File: config.mk
export PLATFORM = sky130hd
export DESIGN_NAME = fifo_bank
export DESIGN_NICKNAME = d
export VERILOG_FILES = /design/src/rtl/fifo_bank_pkg.sv /design/src/rtl/fifo_bank_ch.sv /design/src/rtl/fifo_bank.sv
export SDC_FILE = /design/constraint.sdc
export NUM_CORES = 2
export LEC_CHECK = 0
export CAP_MARGIN = 30
export CORE_UTILIZATION = 30
export DETAILED_ROUTE_END_ITERATION = 12
export PLACE_DENSITY_LB_ADDON = 0.1
export SLEW_MARGIN = 20
export SYNTH_ARGS = -nofsm -noshare
export SYNTH_HDL_FRONTEND = slang
export SYNTH_SLANG_ARGS = --single-unit
File: constraint.sdc
create_clock -name clk -period 5.86 [get_ports clk]
set_input_delay 1.172 -clock clk [delete_from_list [all_inputs] [get_ports clk]]
set_output_delay 1.172 -clock clk [all_outputs]
set_load 0.02 [all_outputs]
File: src/rtl/fifo_bank_pkg.sv
// fifo_bank_pkg: shared default sizes for the FIFO bank and the helper that
// sizes an occupancy counter able to hold 0..depth inclusive.
package fifo_bank_pkg;

   localparam int FB_NUM_CH     = 5;
   localparam int FB_DATA_WIDTH = 32;
   localparam int FB_DEPTH      = 16;
   localparam int FB_AF_LEVEL   = 12;

   // Bits needed to represent the values 0..depth (a full FIFO needs depth itself).
   function automatic int clog2p1(input int depth);
      return $clog2(depth + 1);
   endfunction

endpackage

File: src/rtl/fifo_bank_ch.sv
// fifo_bank_ch: one channel of the FIFO bank. Holds the storage, read/write
// pointers, occupancy count, registered status flags and sticky error bits.
// Build option FIFO_BANK_FWFT_EN selects first-word-fall-through reads;
// without it a read returns its word one cycle after the accepting edge.
module fifo_bank_ch
   import fifo_bank_pkg::*;
#(
   parameter int  DATA_WIDTH = FB_DATA_WIDTH,
   parameter int  DEPTH      = FB_DEPTH,
   parameter int  AF_LEVEL   = FB_AF_LEVEL,
   localparam int CW         = clog2p1(DEPTH)
) (
   input  logic                  clk,
   input  logic                  rst_n,
   input  logic                  wr_req,
   input  logic [DATA_WIDTH-1:0] wr_data,
   input  logic                  rd_en,
   input  logic                  err_clr,
   output logic [DATA_WIDTH-1:0] rd_data,
   output logic                  rd_valid,
   output logic                  full,
   output logic                  empty,
   output logic                  almost_full,
   output logic [CW-1:0]         count,
   output logic                  ovf,
   output logic                  udf
);

   localparam int AW = $clog2(DEPTH);

   logic [DATA_WIDTH-1:0] mem [DEPTH];
   logic [AW-1:0]         wr_ptr;
   logic [AW-1:0]         rd_ptr;
   logic                  wr_acc;
   logic                  rd_acc;
   logic [CW-1:0]         count_nxt;

   // Accept decisions use the registered flags, i.e. the state before the edge.
   // A full channel drops the write even when a read frees a slot this cycle,
   // and an empty channel drops the read even when a write arrives this cycle.
   assign wr_acc = wr_req & ~full;
   assign rd_acc = rd_en & ~empty;

   // Next occupancy: simultaneous accepted read and write leave it unchanged.
   always_comb begin
      count_nxt = count;
      case ({wr_acc, rd_acc})
         2'b10:   count_nxt = count + CW'(1);
         2'b01:   count_nxt = count - CW'(1);
         default: count_nxt = count;
      endcase
   end

   // Pointers, count, status flags and sticky errors; flags derive from count_nxt
   // so they line up with count in the same cycle.
   always_ff @(posedge clk) begin
      if (!rst_n) begin
         wr_ptr      <= '0;
         rd_ptr      <= '0;
         count       <= '0;
         full        <= 1'b0;
         empty       <= 1'b1;
         almost_full <= 1'b0;
         ovf         <= 1'b0;
         udf         <= 1'b0;
      end else begin
         if (wr_acc) wr_ptr <= wr_ptr + AW'(1);
         if (rd_acc) rd_ptr <= rd_ptr + AW'(1);
         count       <= count_nxt;
         full        <= (count_nxt == CW'(DEPTH));
         empty       <= (count_nxt == '0);
         almost_full <= (count_nxt >= CW'(AF_LEVEL));
         // A fresh error in the clearing cycle keeps the flag set.
         ovf         <= (ovf & ~err_clr) | (wr_req & full);
         udf         <= (udf & ~err_clr) | (rd_en & empty);
      end
   end

   // Storage write; contents are intentionally left out of reset.
   always_ff @(posedge clk) begin
      if (wr_acc) mem[wr_ptr] <= wr_data;
   end

`ifdef FIFO_BANK_FWFT_EN
   // Head word is always presented; forced to zero while nothing is stored.
   assign rd_data  = empty ? '0 : mem[rd_ptr];
   assign rd_valid = ~empty;
`else
   logic [DATA_WIDTH-1:0] rd_data_p1;
   logic                  rd_vld_p1;

   // Stage p1: capture the head word on an accepted read; hold it otherwise.
   always_ff @(posedge clk) begin
      if (!rst_n) begin
         rd_data_p1 <= '0;
         rd_vld_p1  <= 1'b0;
      end else begin
         rd_vld_p1 <= rd_acc;
         if (rd_acc) rd_data_p1 <= mem[rd_ptr];
      end
   end

   assign rd_data  = rd_data_p1;
   assign rd_valid = rd_vld_p1;
`endif

endmodule

File: src/rtl/fifo_bank.sv
// fifo_bank: NUM_CH independent single-clock FIFOs sharing one packed write
// bus with a per-channel write mask, and with per-channel reads. The top only
// slices the packed buses and fans the masked write strobe out to channels.
// Build option FIFO_BANK_FWFT_EN switches every channel to first-word-fall-through.
module fifo_bank
   import fifo_bank_pkg::*;
#(
   parameter int  NUM_CH     = FB_NUM_CH,
   parameter int  DATA_WIDTH = FB_DATA_WIDTH,
   parameter int  DEPTH      = FB_DEPTH,
   parameter int  AF_LEVEL   = FB_AF_LEVEL,
   localparam int CW         = clog2p1(DEPTH)
) (
   input  logic                         clk,
   input  logic                         rst_n,
   input  logic                         wr_en,
   input  logic [NUM_CH-1:0]            wr_mask,
   input  logic [NUM_CH*DATA_WIDTH-1:0] wr_data,
   input  logic [NUM_CH-1:0]            rd_en,
   output logic [NUM_CH*DATA_WIDTH-1:0] rd_data,
   output logic [NUM_CH-1:0]            rd_valid,
   output logic [NUM_CH-1:0]            full,
   output logic [NUM_CH-1:0]            empty,
   output logic [NUM_CH-1:0]            almost_full,
   output logic [NUM_CH*CW-1:0]         count,
   input  logic                         err_clr,
   output logic                         [NUM_CH-1:0] ovf,
   output logic                         [NUM_CH-1:0] udf
);

   for (genvar c = 0; c < NUM_CH; c++) begin : g_ch
      fifo_bank_ch #(
         .DATA_WIDTH (DATA_WIDTH),
         .DEPTH      (DEPTH),
         .AF_LEVEL   (AF_LEVEL)
      ) u_ch (
         .clk         (clk),
         .rst_n       (rst_n),
         .wr_req      (wr_en & wr_mask[c]),
         .wr_data     (wr_data[c*DATA_WIDTH +: DATA_WIDTH]),
         .rd_en       (rd_en[c]),
         .err_clr     (err_clr),
         .rd_data     (rd_data[c*DATA_WIDTH +: DATA_WIDTH]),
         .rd_valid    (rd_valid[c]),
         .full        (full[c]),
         .empty       (empty[c]),
         .almost_full (almost_full[c]),
         .count       (count[c*CW +: CW]),
         .ovf         (ovf[c]),
         .udf         (udf[c])
      );
   end

endmodule

==> metrics.md <==
| Metric | Value |
|---|---|
| Status | completed |
| Clock skew | 0.03331 ns |
| Share of cells above drive strength 1 | 23.42% |
| Register share of total power | 47.2% |
| Critical R2R Launch | g_ch[0].u_ch.full$_SDFF_PN0_ |
| Pint | 36.87 mW |
| Die area | 0.3583 mm² |
| CTS Buffer Depth | 4 |
| Setup CP Type | in2reg |
| DRC | 0 |
| Die Y | 598.6 µm |
| Most common cell after layout, fill and taps aside | edfxtp_1 |
| Worst slew pin tran | 1.031 ns |
| Primary FF master, synth | edfxtp_1 |
| Post-synth EDFFs | 2560 |
| Seq cells post-synth | 2815 |
| Tmin final | 3.740 ns |
| Root Buffer | clkbuf_16 |
| Critical Path RT | 6.66 ns |
| CTS Buf Count | 322 |
| Maximum vdd ir drop | 242.1 µV |
| Fin crit share | 63.82% |
| Worst hold path startpoint | g_ch[1].u_ch.rd_data[0]$_SDFFE_PN0P_ |
| Layout Nets | 5921 |
| First-pass GRT wire length | 400800 µm |
| Hold Crit Class | reg2reg |
| Critical Path Start | wr_en |
| Slew margin rel. | 31.27% |
| DRT Wirelength | 280400 µm |
| Placed cell areas | 0.1175 mm² |
| Cts hold-fix bufs | 0 |
| Endpoints failing setup | 0 |
| DRC marker count from the first detailed-route iteration | 3401 |
| Critical path fanouts, max | 13 |
| Synth cell types | 58 |
| Mapped Cells | 5133 |
| Post-detail-place hpwl | 161700 µm |
| Clock sinks | 2815 |
| Cell Area, Synth | 0.1068 mm² |
| Vias | 50.94k |
| Die Span X | 598.6 µm |
| Worst-Skew Late Latency | 0.89 ns |
| Gpl congestion | 0.7129 |
| Critical Path AT | 4.54 ns |
| Pins Over Slew Limit | 0 |
| Sw Share | 23.89% |
| Post-route ant nets | 0 |
| I/O Buffers | 388 |
| Area Overhead vs Synth | 20.09% |
| Vias in the first global route | 53.81k |
| Post-CTS sizing | 0 |
| Seq/Total Area, Yosys | 76.78% |
| Synth async-reset ratio | 0% |
| Pwr dens | 377.8 mW/mm² |
| NetSw | 11.57 mW |
| Critical path launch point type | input pin |
| Global route overflow | 0 |
| Critical path endpoint category | flop |
| Routed wire per std cell | 26.18 µm |
| Min setup slack post-route | 2.120 ns |
| Max-Cap Viols | 0 |
| Post CTS Setup Buffer Count | 0 |
| Initial Util | 30.20% |
| Io pins | 389 |
| Clock slew at reported path FFs | 0.06 ns |
| Max Fclk | 267.4 MHz |
| Clk network pwr share | 41.7% |
| First-pass DRT Iterations | 8 |
| Combinational share of power | 11.1% |
| Cell Rows | 218 |
| Setup_tns | 0 ns |
| Initial antenna violation count | 39 |
| Pleak | 38.79 nW |
| Commonest cells after routing, fill and taps aside | 2560 x edfxtp_1, 640 x mux4_2, 387 x clkdlybuf4s50_1 |
| Fin. Hold Viols | 0 |
| Gr usage total | 15.44% |
| Pre-CTS WS | 1.146 ns |
| H-Tree Depth | 5 |
| Avg Cell Area, Syn | 20.80 µm² |
| Synth warn | 0 |
| Final instance area | 0.1282 mm² |
| Syn_nets | 5347 |
| Ratio of routed vias to standard cells | 4.755 |
| Largest net degree at the start of global routing | 132 |
| CTS tree | built |
| RSZ-0062 raised after global routing | false |
| Core area | 0.3535 mm² |
==> stage by stage <==
| step | power [mW] | hold slack, ns | instances | utilization [%] |
|---|---|---|---|---|
| after global placement | 28.83 | 0.4516 | 10100 | 33.18 |
| final | 48.44 | 0.4644 | 10710 | 36.27 |
| after floorplan | 26.70 | 0.4512 | 5133 | - |
| after detailed placement | 28.86 | 0.4574 | 10110 | 33.25 |
| after CTS | 49.30 | 0.4704 | 10700 | 36.26 |
| after global routing | 50.32 | 0.4905 | 10710 | 36.27 |
==> critical path, stage by stage <==
cell and delay, ns:
clkdlybuf4s50_1 0.45, buf_4 0.28, nand2_1 0.08, nor2_1 0.10, buf_4 0.18, inv_1 0.07, ha_1 0.33, xor2_1 0.22
ha_1 0.22, a22oi_1 0.10, or3_1 0.32, a311oi_1 0.37, mux2i_1 0.38, nor4b_1 0.25
==> synthesized netlist by cell type (all sizes together) (4+ instances only) <==
library cell / n / area [µm²]
edfxtp: 2560 / 76870
clkbuf: 170 / 638.1
nor2b: 11 / 68.82
o31ai: 7 / 52.55
and2: 9 / 57.56
dfxtp: 255 / 5105
nor3b: 11 / 82.58
or3: 10 / 62.56
ha: 40 / 500.5
a21oi: 183 / 923.4
mux2i: 342 / 3423
nor2: 309 / 1160
nand2b: 19 / 118.9
xor2: 35 / 306.5
and3b: 6 / 52.55
buf: 144 / 783.2
or3b: 4 / 35.04
nand3b: 9 / 67.56
mux4: 640 / 14410
o21ai: 165 / 825.8
a22oi: 9 / 67.56
nand2: 49 / 183.9
nor3: 34 / 170.2
a211o: 5 / 43.79
xnor2: 19 / 166.4
a32oi: 5 / 43.79
nand4: 13 / 81.33
nand3: 6 / 30.03
inv: 25 / 93.84
==> sequential cells by signal (all words and copies together) (netlist names) <==
name,cells
g_ch.u_ch.mem,2560
g_ch.u_ch.rd_data,160
g_ch.u_ch.count,25
g_ch.u_ch.rd_ptr,20
g_ch.u_ch.wr_ptr,20
g_ch.u_ch.almost_full,5
g_ch.u_ch.empty,5
g_ch.u_ch.full,5
g_ch.u_ch.ovf,5
g_ch.u_ch.rd_valid,5
g_ch.u_ch.udf,5
==> worst paths after layout <==
path                            cells after the start                                   end  slack, ns
worst min-delay path                                2  g_ch[1].u_ch.rd_data[0]$_SDFFE_PN0P_       0.46
worst max-delay path                               14          g_ch[0].u_ch.full$_SDFF_PN0_       2.12
worst max register to register                     11          g_ch[0].u_ch.full$_SDFF_PN0_       2.80
worst min register to register                      2  g_ch[1].u_ch.rd_data[0]$_SDFFE_PN0P_       0.46
==> cell type report <==
type,instances,area [µm²]
tap,4730,5918
antenna,9,22.52
sequential,2815,82030
clock inverter,155,1748
multi-input combinational,1978,23870
inverter,26,100.1
fill,32810,225300
clock buffer,436,8894
timing repair buffer,564,5640
==> power by group through the flow <==
stage / clock network (mW) / logic [mW] / registers [mW]
detailed placement: 0 / 5.49 / 23.4
CTS: 20.9 / 5.50 / 22.9
floorplan: 0 / 3.53 / 23.2
finish: 20.2 / 5.38 / 22.9
global route: 21.5 / 5.84 / 22.9
global placement: 0 / 5.46 / 23.4
==> cell families after synthesis <==
family / count (synthesis) / share of synthesized area (%)
xor+xnor: 54 / 0.4429
mux: 985 / 16.74
fa+ha+maj: 40 / 0.4687
compound gates: 398 / 2.033
flops: 2815 / 76.78
buf+inv: 340 / 1.423
simple gates: 501 / 2.117
==> layer usage <==
layer | wire (µm) | vias to the layer above | global-route usage (%)
met3 | 10220 | 442 | 2.308
met4 | 9565 | 26 | 5.278
li1 | - | 22130 | -
met1 | 127900 | 27440 | 21.29
met2 | 132500 | 906 | 24.93
met5 | 161 | - | 0
(Power assumes the default switching activity.)
